[config.mk]
export PLATFORM = sky130hd
export DESIGN_NAME = mac_rx
export DESIGN_NICKNAME = d
export VERILOG_FILES = /design/src/rtl/mac_pkg.sv /design/src/rtl/crc32_d8.sv /design/src/rtl/mac_rx.sv
export SDC_FILE = /design/constraint.sdc
export NUM_CORES = 1
export LEC_CHECK = 0
export ABC_AREA = 1
export BUFFER_PORTS_ARGS = -buffer_cell sky130_fd_sc_hd__buf_4
export CORE_ASPECT_RATIO = 1.25
export CORE_MARGIN = 2
export CORE_UTILIZATION = 55
export CTS_CLUSTER_DIAMETER = 100
export CTS_CLUSTER_SIZE = 16
export DETAILED_ROUTE_END_ITERATION = 10
export PLACE_DENSITY = 0.74
export SYNTH_ARGS = -nofsm -noshare
export SYNTH_HDL_FRONTEND = slang
export SYNTH_SLANG_ARGS = --single-unit
[constraint.sdc]
create_clock -name clk -period 1.92 [get_ports clk]
set_clock_uncertainty 0.1 [all_clocks]
set_input_delay 0.192 -clock clk [delete_from_list [all_inputs] [get_ports clk]]
set_output_delay 0.192 -clock clk [all_outputs]
set_load 0.01 [all_outputs]
[src/rtl/mac_pkg.sv]
// mac_pkg: constants and types shared by the MAC receive/transmit blocks.
//   - GMII preamble/SFD byte values
//   - CRC-32 (IEEE 802.3) reflected polynomial, init and residue
//   - mac_rx_state_t: receive framer states
//   - bitrev32: 32-bit bit reversal helper
package mac_pkg;

  localparam logic [7:0]  PREAMBLE_BYTE   = 8'h55;
  localparam logic [7:0]  SFD_BYTE        = 8'hD5;
  localparam logic [31:0] CRC32_POLY_REFL = 32'hEDB88320;
  localparam logic [31:0] CRC32_INIT      = 32'hFFFFFFFF;
  // Good-frame residue written in normal (MSB-first) bit order; the
  // reflected register holds the bit-reverse of this (0xDEBB20E3).
  localparam logic [31:0] CRC32_RESIDUE   = 32'hC704DD7B;
  localparam int          ETH_MIN_LEN     = 64;

  typedef enum logic [1:0] {
    ST_IDLE,
    ST_PREAMBLE,
    ST_DATA,
    ST_DROP
  } mac_rx_state_t;

  function automatic logic [31:0] bitrev32(input logic [31:0] v);
    logic [31:0] r;
    for (int i = 0; i < 32; i++) r[i] = v[31-i];
    return r;
  endfunction

endpackage

[src/rtl/crc32_d8.sv]
// crc32_d8: combinational byte-wide CRC-32 next-state function.
// Reflected polynomial, data consumed LSB first, no final XOR.
//   crc      in  32 : current CRC register
//   data     in  8  : byte to absorb
//   crc_next out 32 : register after absorbing data
module crc32_d8
  import mac_pkg::*;
(
  input  logic [31:0] crc,
  input  logic [7:0]  data,
  output logic [31:0] crc_next
);

  always_comb begin
    crc_next = crc;
    for (int b = 0; b < 8; b++) begin
      crc_next = (crc_next >> 1) ^
                 (((crc_next[0] ^ data[b]) != 1'b0) ? CRC32_POLY_REFL : 32'h0);
    end
  end

endmodule

[src/rtl/mac_rx.sv]
// mac_rx: GMII receive framer. Strips preamble/SFD, checks FCS and frame
// length, and emits a byte stream with last/error marking plus one-cycle
// status pulses aligned to the last beat. No backpressure.
//
// Build option: MAC_RX_FCS_STRIP_EN -- when defined the 4 FCS bytes are
// not forwarded (5-byte delay line); otherwise FCS is forwarded (1-byte
// delay line).
//
// Ports:
//   clk, reset            : byte clock, synchronous active-high reset
//   RX_DV, RX_ER, RXD     : GMII receive stream
//   m_data/m_valid/m_last : output beat stream, m_error valid on m_last
//   stat_good/crc_err/len_err/rx_er : per-frame status pulses
module mac_rx
  import mac_pkg::*;
#(
  parameter int MAX_LEN = 1518,
  parameter int MIN_LEN = ETH_MIN_LEN
) (
  input  logic       clk,
  input  logic       reset,
  input  logic       RX_DV,
  input  logic       RX_ER,
  input  logic [7:0] RXD,
  output logic [7:0] m_data,
  output logic       m_valid,
  output logic       m_last,
  output logic       m_error,
  output logic       stat_good,
  output logic       stat_crc_err,
  output logic       stat_len_err,
  output logic       stat_rx_er
);

`ifdef MAC_RX_FCS_STRIP_EN
  localparam int DLY = 5;
`else
  localparam int DLY = 1;
`endif

  mac_rx_state_t         state, state_nx;
  logic [31:0]           crc_q, crc_nx;
  logic [15:0]           len_q;
  logic                  er_q;
  logic [DLY-1:0][7:0]   dline;
  logic                  crc_bad, len_bad, frame_bad, line_full;

  crc32_d8 u_crc (.crc(crc_q), .data(RXD), .crc_next(crc_nx));

  assign crc_bad   = bitrev32(crc_q) != CRC32_RESIDUE;
  assign len_bad   = (len_q < 16'(MIN_LEN)) || (len_q > 16'(MAX_LEN));
  assign frame_bad = crc_bad | len_bad | er_q;
  // Oldest byte in the line is releasable once DLY bytes have entered.
  assign line_full = len_q >= 16'(DLY);

  always_comb begin
    state_nx = state;
    unique case (state)
      ST_IDLE:
        if (RX_DV) begin
          if (RXD == PREAMBLE_BYTE)  state_nx = ST_PREAMBLE;
          else if (RXD == SFD_BYTE)  state_nx = ST_DATA;
          else                       state_nx = ST_DROP;
        end
      ST_PREAMBLE:
        if (!RX_DV)                  state_nx = ST_IDLE;
        else if (RXD == SFD_BYTE)    state_nx = ST_DATA;
        else if (RXD != PREAMBLE_BYTE) state_nx = ST_DROP;
      ST_DATA:
        if (!RX_DV)                  state_nx = ST_IDLE;
      ST_DROP:
        if (!RX_DV)                  state_nx = ST_IDLE;
      default:                       state_nx = ST_IDLE;
    endcase
  end

  always_ff @(posedge clk) begin
    if (reset) begin
      state        <= ST_IDLE;
      crc_q        <= CRC32_INIT;
      len_q        <= '0;
      er_q         <= 1'b0;
      dline        <= '0;
      m_data       <= '0;
      m_valid      <= 1'b0;
      m_last       <= 1'b0;
      m_error      <= 1'b0;
      stat_good    <= 1'b0;
      stat_crc_err <= 1'b0;
      stat_len_err <= 1'b0;
      stat_rx_er   <= 1'b0;
    end else begin
      state        <= state_nx;
      m_valid      <= 1'b0;
      m_last       <= 1'b0;
      m_error      <= 1'b0;
      stat_good    <= 1'b0;
      stat_crc_err <= 1'b0;
      stat_len_err <= 1'b0;
      stat_rx_er   <= 1'b0;
      if (state != ST_DATA) begin
        // Re-arm frame accumulators while outside a frame so the first
        // DATA byte always starts from a clean state.
        crc_q <= CRC32_INIT;
        len_q <= '0;
        er_q  <= 1'b0;
      end else if (RX_DV) begin
        crc_q <= crc_nx;
        if (len_q != 16'hFFFF) len_q <= len_q + 16'd1;
        if (RX_ER) er_q <= 1'b1;
        dline[0] <= RXD;
        for (int k = 1; k < DLY; k++) dline[k] <= dline[k-1];
        if (line_full) begin
          m_valid <= 1'b1;
          m_data  <= dline[DLY-1];
        end
      end else begin
        // End of frame: the oldest byte still in the line is the last beat
        // (final FCS byte, or final payload byte when stripping).
        if (line_full) begin
          m_valid <= 1'b1;
          m_last  <= 1'b1;
          m_error <= frame_bad;
          m_data  <= dline[DLY-1];
        end
        stat_good    <= !frame_bad;
        stat_crc_err <= crc_bad;
        stat_len_err <= len_bad;
        stat_rx_er   <= er_q;
      end
    end
  end

endmodule
==> impl_metrics.csv, run 1 <==
group,metric,value,unit
layout,final_net_count,711,
clock_network,clock-sinks,74,
clock_network,path_clk_slew,0.08,ns
logic_synthesis,synth_area_leaders,"dfxtp_1, nand2_1, inv_1, a21oi_1, nand3_1",
clock_network,clock_path_buffers,2,
layout,nFillCells,689,
critical_path,cp-start-kind,"register",
timing,fmax,0.5671,GHz
power_and_ir_drop,p_int,2.385,mW
detailed_routing,firstDrtPassIters,5,
die,core_area,7445,um2
layout,drive_above_1_share,11.00,%
logic_synthesis,ys_async_sr_fraction,0,%
power_and_ir_drop,finalPower,3.386,mW
detailed_routing,dr.first_iter.drc_count,220,
logic_synthesis,yosys_warnings,0,
logic_synthesis,syn_area,4269,um2
global_route,grt_max_degree,25,
die,start_util,57.34,%
critical_path,cp_data_required_time,2.06,ns
detailed_routing,viasPerCell,5.441,
power_and_ir_drop,switching_power,1.001,mW
global_route,overflow,0,
layout,regArea,1481,um2
global_route,grt_pass1_vias,4047,
die,num_io_pins,27,
placed_design,hpwl,8.269,mm
die,die_w,82.80,um
timing,slew_viol_final,0,
die,row_count,35,
logic_synthesis,synth-edff-count,0,
logic_synthesis,yosys.area.top_type_share,34.70,%
power_and_ir_drop,swShare,29.56,%
outcome,outcome,"finished clean",
timing,rsz0062_at_grt,"no",
timing,setup_slack,0.1568,ns
timing,maxSlewHeadroom,68.62,%
power_and_ir_drop,p_per_area,705.3,nW/um2
logic_synthesis,ys_types,36,
timing,period_share,91.83,%
logic_synthesis,synth-seq-cells,74,
placed_design,routabilityCongestion,0.9947,
layout,area_growth,12.46,%
placed_design,placed_area,4586,um2
clock_network,numCtsBuffers,9,
layout,post-route-util,64.49,%
timing,setup_viol_count_final,0,
logic_synthesis,synthCells,661,
critical_path,worstPathArrival,1.91,ns
critical_path,end_kind,"register",
detailed_routing,wl_per_cell,13.94,um
timing,hold_violations,0,
power_and_ir_drop,p_leak,2.337,nW
detailed_routing,vias,4309,
timing,tightest_slew,0.4702,ns
detailed_routing,routed.top_layer,"met4",
logic_synthesis,synthFlopType,"dfxtp_1",
placed_design,port_buffers,26,
global_route,antenna_found_initial,0,
detailed_routing,ant_nets,0,
timing,fin_crit,1.763,ns
detailed_routing,met2_length,5.478,mm
clock_network,root_buffer,"clkbuf_8",
layout,post-route-cell-area,4801,um2
placed_design,dp_slack,0.03022,ns
run,maxCapViolCount,0,
detailed_routing,drc,0,
detailed_routing,met3_length,513,um
global_route,grt_usage,26.90,%
power_and_ir_drop,clockPowerShare,35.7,%
min_path,hold_path.class,"primary input to register",
critical_path,crit_type,"register to register",
logic_synthesis,synth-seq-area-share,34.70,%
die,die_y,102.5,um
layout,antenna-diode-count,0,
power_and_ir_drop,pwr-share-comb,17.2,%
detailed_routing,wl,11.04,mm
die,dieArea,8487,um2
power_and_ir_drop,ir_drop,461.7,uV
timing,finalSetupTns,0,ns
logic_synthesis,synth_commonest_cells,"nand2_1, inv_1, dfxtp_1",
layout,multi_input_area,2376,um2
logic_synthesis,syn_avg_cell_area,6.459,um2
clock_network,clk_latency,0.35,ns
clock_network,cts_max_level,3,
clock_network,cts_tree,"yes",
logic_synthesis,synth_top_area_cell,"dfxtp_1",
critical_path,path_max_fanout,8,
power_and_ir_drop,power_frac_seq,47.1,%
logic_synthesis,yosysMostFrequentCell,"nand2_1",
detailed_routing,wl_met1,4.463,mm
logic_synthesis,synth_fp_nets,676,
global_route,grt_pass1_wl,18.24,mm
[layer usage]
metal | vias to the layer above | global-route usage (%)
met5 | - | 0
met4 | 0 | 16.90
met3 | 49 | 5.524
met2 | 129 | 48.33
met1 | 1969 | 29.31
li1 | 2162 | -
[power by group through the flow]
stage	Combinational, mW	Clock (mW)	Sequential, mW
floorplan	0.407	0	1.63
global placement	0.556	0	1.63
detailed placement	0.566	0	1.63
CTS	0.570	1.23	1.59
global route	0.650	1.30	1.60
finish	0.582	1.21	1.59
[path summary, 6_finish.rpt]
| check | from | to | slack [ns] | depth (start not counted) |
|---|---|---|---|---|
| max | crc_q[1] | crc_q[20] | 0.16 | 11 |
| min | reset | m_valid | 0.05 | 4 |
| max reg2reg | crc_q[1] | crc_q[20] | 0.16 | 11 |
| min reg2reg | dline[6] | dline[6] | 0.36 | 2 |
[stage by stage]
stage	instances	hold slack (ns)
finish	792	0.05278
global route	792	0.05528
CTS	792	0.04312
global placement	776	0.3411
floorplan	661	0.2486
detailed placement	776	0.3443
[final cells by class]
cell class / instances / share of cell area (%)
Tap cell: 92 / 2.398
Inverter: 92 / 7.245
Clock buffer: 10 / 2.867
Clock inverter: 5 / 1.147
Multi-Input combinational cell: 481 / 49.49
Sequential cell: 74 / 30.86
Timing Repair Buffer: 38 / 5.994
[state kept, by name, summed over array words and instances (netlist names)]
signal        cells
er_q              1
m_error           1
dline             8
m_valid           1
stat_crc_err      1
crc_q            32
stat_good         1
stat_len_err      1
m_last            1
stat_rx_er        1
len_q            16
m_data            8
state             2
[critical path: stages (launching register included)]
cell and delay, ns:
dfxtp_1 0.38, inv_1 0.09, nand2_1 0.08, nand2_2 0.13
nand2_1 0.10, nand2_1 0.19, nand2_1 0.15, nand2_2 0.09
inv_1 0.14, nand2_1 0.07, nand3_1 0.09, nand2_1 0.05
[layout by cell type (no fill, tap or decap), types with 12 or more instances in the layout]
master	count
a21oi_1	52
buf_4	37
dfxtp_1	74
inv_1	86
nand2_1	205
nand3_1	52
nand4_1	12
nor2_1	53
o21ai_0	20
xor2_1	29
[cell families (layout without fill, tap and decap cells)]
group | count (synthesis) | in the layout | synth area share [%]
flip-flops | 74 | 74 | 34.70
buffers and inverters | 106 | 145 | 9.935
AO/OA/AOI/OAI | 87 | 87 | 10.87
XOR/XNOR | 35 | 35 | 7.356
adder cells (fa/ha/maj) | 3 | 3 | 0.8793
AND/OR/NAND/NOR | 356 | 356 | 36.25
[repair_timing]
action                                  in CTS  in global routing
endpoints found under the setup margin       0                  7
buffers inserted                             0                  0
hold endpoints to repair                     1                  0
hold buffers                                 1                  0
resized for setup                            0                  5
Note: power is estimated with default switching activity, not from simulation.
==> run 2, diff against run 1 <==
--- a/config.mk
+++ b/config.mk
@@ -10,6 +10,7 @@
 export CORE_ASPECT_RATIO = 1.25
 export CORE_MARGIN = 2
 export CORE_UTILIZATION = 55
+export CTS_BUF_LIST = sky130_fd_sc_hd__clkbuf_16
 export CTS_CLUSTER_DIAMETER = 100
 export CTS_CLUSTER_SIZE = 16
 export DETAILED_ROUTE_END_ITERATION = 10
==> constraint.sdc (replaced) <==
create_clock -name clk -period 1.9 [get_ports clk]
set_clock_uncertainty 0.1 [all_clocks]
set_input_delay 0.19 -clock clk [delete_from_list [all_inputs] [get_ports clk]]
set_output_delay 0.19 -clock clk [all_outputs]
set_load 0.01 [all_outputs]
==> run 2 against run 1 <==
  * Sequential share of layout area is 1.1 points lower
  * Maximum frequency is 0.24% higher
  * First-iteration DRC count is 15% lower
  * Critical path type unchanged
  * Critical endpoint is now len_q[10]
  * Largest power group is now the clock network
  * Highest routed layer unchanged
==> impl_metrics.csv, run 2 (synthesis gave the netlist of run 1 again) <==
group,metric,value,unit
outcome,outcome,"finished clean",
layout,final_net_count,717,
global_route,antenna_found_initial,0,
global_route,gr-usage-met2,50.81,%
layout,reg_top3,"crc_q (32), len_q (16)",
detailed_routing,drc,0,
die,num_io_pins,27,
clock_network,clock_path_buffers,2,
die,row_count,35,
timing,period_share,92.58,%
critical_path,crit_top_cell,"nor2_1",
clock_network,clock-sinks,74,
placed_design,placed_area,4638,um2
layout,post-route-cell-area,4986,um2
die,start_util,57.34,%
critical_path,cp_data_required_time,2.01,ns
timing,hold_violations,0,
global_route,grt_max_degree,24,
clock_network,hold_buffers,0,
layout,max_flop_register,"crc_q",
clock_network,cts_max_level,3,
global_route,grt_usage,27.84,%
placed_design,port_buffers,26,
layout,largest_reg_flops,32,
layout,final_cell_mix,"nand2_1, inv_1, dfxtp_1, a21oi_1, nor2_1",
layout,drive_above_1_share,12.31,%
power_and_ir_drop,ir_drop,502.5,uV
detailed_routing,vias,4278,
detailed_routing,wl,11.29,mm
global_route,grt_pass1_wl,18.87,mm
global_route,overflow,0,
die,die_w,82.80,um
detailed_routing,wl_per_cell,14.13,um
timing,setup_viol_count_final,0,
placed_design,hpwl,8.307,mm
detailed_routing,dr.first_iter.drc_count,187,
layout,antenna-diode-count,0,
clock_network,path_clk_slew,0.06,ns
clock_network,root_buffer,"clkbuf_16",
detailed_routing,ant_nets,0,
critical_path,path_cells,"ha_1 > nand3_2 > nor2_1 > nand3_1 > nand2_4 > buf_4 > nor2_1 > xor2_1 > nor2_1",
run,maxCapViolCount,0,
placed_design,routabilityCongestion,0.9668,
power_and_ir_drop,p_leak,2.431,nW
timing,slew_viol_final,0,
clock_network,clk_latency,0.34,ns
detailed_routing,firstDrtPassIters,5,
critical_path,crit_type,"register to register",
global_route,grt-busiest-layer,"met2",
critical_path,r2r_slack,0.14,ns
global_route,met1_usage,30.25,%
critical_path,path_max_fanout,10,
layout,regArea,1483,um2
timing,fin_crit,1.759,ns
global_route,grt_pass1_vias,4198,
critical_path,worstPathArrival,1.87,ns
detailed_routing,viasPerCell,5.354,
critical_path,end_kind,"register",
die,die_y,102.5,um
timing,tightest_slew,0.4492,ns
critical_path,cp-start-kind,"register",
critical_path,cpMaxStageDelayCell,"dfxtp_1",
power_and_ir_drop,finalPower,4.045,mW
clock_network,cts_tree,"yes",
power_and_ir_drop,p_per_area,811.2,nW/um2
global_route,grt.met3_usage,5.444,%
layout,nFillCells,698,
clock_network,numCtsBuffers,9,
min_path,hold_path.class,"primary input to register",
layout,area_growth,16.79,%
critical_path,max_stage_delay,0.35,ns
timing,maxSlewHeadroom,70.02,%
layout,final_common_cell,"nand2_1",
die,dieArea,8487,um2
timing,fmax,0.5685,GHz
layout,multi_input_area,2391,um2
die,core_area,7445,um2
-- run 2: changes by cell type in the layout (fill, tap and decap cells not counted), sizes merged --
cell / before / now
clkinvlp: 2 / 1
bufinv: 1 / 2
dlygate4sd3: 1 / 0
buf: 37 / 44
clkbuf: 10 / 9
inv: 92 / 94
-- run 2: layout make-up --
type	instances	share of cell area (%)
Timing Repair Buffer	44	6.625
Tap cell	92	2.309
Sequential cell	74	29.74
Clock inverter	7	1.882
Multi-Input combinational cell	481	47.95
Clock buffer	9	4.517
Inverter	92	6.976
-- run 2: repair_timing --
action,4_1_cts,5_1_grt
setup endpoints to repair,1,11
setup buffers,0,0
pin swaps,0,0
resized for setup,1,7
-- run 2: path summary, 6_finish.rpt --
check	startpoint	cells past startpoint	to
setup / recovery	len_q[1]	9	len_q[10]
hold / removal	RX_ER	3	er_q
setup reg to reg	len_q[1]	9	len_q[10]
hold reg to reg	er_q	2	stat_rx_er
-- run 2: per-layer routing --
layer  part of all wire (%)  wire length, um
met5                      0                0
met4                    5.5              619
met3                    4.8              547
met2                     50             5639
met1                     40             4484
-- run 2: worst max-delay path, delay by kind of cell, from the launching register on --
family,cells,cell delay (ns)
adder cells (fa/ha/maj),1,0.21
buffers and inverters,1,0.19
AND/OR/NAND/NOR,6,0.66
flip-flops,1,0.35
XOR/XNOR,1,0.12
-- run 2: through the flow --
step,util [%],std cells,hold WS (ns),TNS (ns),setup WS (ns)
finish,66.97,799,0.009325,0,0.1410
global route,66.97,799,0.03329,-0.002991,-0.002991
CTS,66.69,799,0.01063,0,0.09611
detailed placement,62.30,783,0.3470,0,0.02200
global placement,62.30,783,0.3418,0,0.06536
floorplan,-,661,0.2466,0,0.3093
-- run 2: power by group --
part           leakage, nW  internal, mW  switching [mW]
sequential           0.600          1.59          0.0256
clock                0.157          1.15           0.673
combinational         1.67         0.208           0.401
==> run 3, diff against run 2 <==
--- a/config.mk
+++ b/config.mk
@@ -6,7 +6,7 @@
 export NUM_CORES = 1
 export LEC_CHECK = 0
 export ABC_AREA = 1
-export BUFFER_PORTS_ARGS = -buffer_cell sky130_fd_sc_hd__buf_4
+export BUFFER_PORTS_ARGS = -buffer_cell sky130_fd_sc_hd__buf_2
 export CORE_ASPECT_RATIO = 1.25
 export CORE_MARGIN = 2
 export CORE_UTILIZATION = 55
==> run 3 against run 2 <==
  * Clock-buffer cell count is the same
  * Non-clock buffer count shrank 2
  * Worst hold slack gained 0.0084 ns
  * Global-route usage shrank 0.88 points
  * Routed wire length grew 1.8%
  * Utilization shrank 1.1 points
  * Critical endpoint is now m_error
  * Highest routed layer unchanged
==> impl_metrics.csv, run 3 (synthesis gave the netlist of run 1 again) <==
group,metric,value,unit
power_and_ir_drop,p_leak,2.414,nW
critical_path,timing.critical_path.from,"crc_q[25]",
critical_path,worstSetupEndpoint,"m_error",
die,start_util,57.34,%
layout,max_flop_register,"crc_q",
timing,fin_crit,1.750,ns
layout,reg_top3,"crc_q (32), len_q (16)",
placed_design,placed_area,4558,um2
critical_path,reg2regPathDepth,5,
die,die_y,102.5,um
global_route,antenna_found_initial,0,
layout,drive_above_1_share,11.77,%
critical_path,r2r_end,"m_error",
detailed_routing,vias,4347,
power_and_ir_drop,ir_drop,574.2,uV
die,core_area,7445,um2
global_route,grt_max_degree,24,
critical_path,crit_type,"register to register",
clock_network,cts_setup_buffers,0,
clock_network,numCtsBuffers,9,
layout,final_cell_mix,"nand2_1, inv_1, dfxtp_1, nor2_1",
global_route,grt_pass1_wl,18.42,mm
clock_network,clock-sinks,74,
critical_path,r2r_slack,0.15,ns
critical_path,cp_data_required_time,2.03,ns
detailed_routing,wl_per_cell,14.42,um
layout,post-route-util,65.85,%
die,dieArea,8487,um2
layout,antenna-diode-count,0,
placed_design,dp_slack,0.09897,ns
detailed_routing,firstDrtPassIters,6,
timing,maxSlewHeadroom,68.45,%
layout,nFillCells,691,
placed_design,place_inst,781,
timing,hold_violations,0,
layout,final_cells,797,
layout,final_common_cell,"nand2_1",
clock_network,hold_buffers,0,
layout,area_growth,14.83,%
outcome,outcome,"finished clean",
timing,holdWs,0.01777,ns
min_path,hold_path.class,"primary input to register",
run,maxCapViolCount,0,
global_route,grt_usage,26.96,%
detailed_routing,dr.first_iter.drc_count,252,
global_route,overflow,0,
timing,rsz0062_at_grt,"no",
die,die_w,82.80,um
detailed_routing,viasPerCell,5.454,
detailed_routing,ant_nets,0,
critical_path,r2r_start,"crc_q[25]",
timing,finalSetupTns,0,ns
global_route,grt_pass1_vias,3981,
critical_path,end_kind,"register",
die,num_io_pins,27,
timing,period_share,92.09,%
layout,final_net_count,715,
layout,post-route-cell-area,4902,um2
clock_network,root_buffer,"clkbuf_16",
timing,setup_viol_count_final,0,
clock_network,clk_latency,0.34,ns
placed_design,routabilityCongestion,0.9414,
clock_network,clock_path_buffers,2,
detailed_routing,drc,0,
placed_design,port_buffers,26,
timing,slew_viol_final,0,
critical_path,path_max_fanout,4,
critical_path,cp-start-kind,"register",
timing,setup_slack,0.1503,ns
clock_network,path_clk_slew,0.06,ns
timing,fmax,0.5715,GHz
clock_network,cts_max_level,3,
detailed_routing,wl,11.49,mm
placed_design,hpwl,8.419,mm
power_and_ir_drop,p_per_area,830.2,nW/um2
clock_network,cts_tree,"yes",
layout,largest_reg_flops,32,
critical_path,worstPathArrival,1.88,ns
timing,tightest_slew,0.4727,ns
power_and_ir_drop,finalPower,4.070,mW
die,row_count,35,
==> run 3: cell types whose count changed in the layout (fill, tap and decap cells not counted), sizes merged <==
cell,change
clkinv,-1
buf,-2
inv,+1
==> run 3: worst min path at each step <==
stage	from	endpoint	slack, ns	depth (start not counted)
CTS	RX_ER	er_q	0.02	3
global placement	er_q	stat_rx_er	0.34	2
global route	RX_ER	er_q	0.04	3
detailed placement	dline[7]	dline[7]	0.35	2
floorplan	RX_ER	er_q	0.25	2
finish	RX_ER	er_q	0.02	3
==> run 3: layout make-up <==
cell class / instances / area [um2] / area share (%)
clock buffers: 9 / 225.2 / 4.594
well taps: 92 / 115.1 / 2.348
multi-input cells: 481 / 2384 / 48.62
inverters: 92 / 347.8 / 7.095
clock inverters: 7 / 98.84 / 2.016
repair buffers: 42 / 250.2 / 5.105
flip-flops and latches: 74 / 1481 / 30.22
==> run 3: report_power, final <==
part / internal (mW) / switching [mW]
Combinational: 0.194 / 0.400
Clock: 1.16 / 0.701
Sequential: 1.59 / 0.0263
==> run 3: repair_timing <==
action | 4_1_cts | 5_1_grt
endpoints found under the hold margin | 0 | 0
resized for setup | 0 | 5
endpoints found under the setup margin | 0 | 16
==> run 3: worst max-delay path: stages (launching register included) <==
cell and delay [ns]:
dfxtp_1 0.46, nand4_1 0.14, or2_2 0.31, nor3_1 0.34
nand3_1 0.14, and2_1 0.16
==> run 3: routing by layer <==
layer  part of all wire, %  vias up  track usage (%)
met5                     0        -                0
met4                   4.0        0            15.13
met3                   5.6       36            4.243
met2                    50      167            49.63
met1                    40     1976            29.95
li1                      -     2168                -
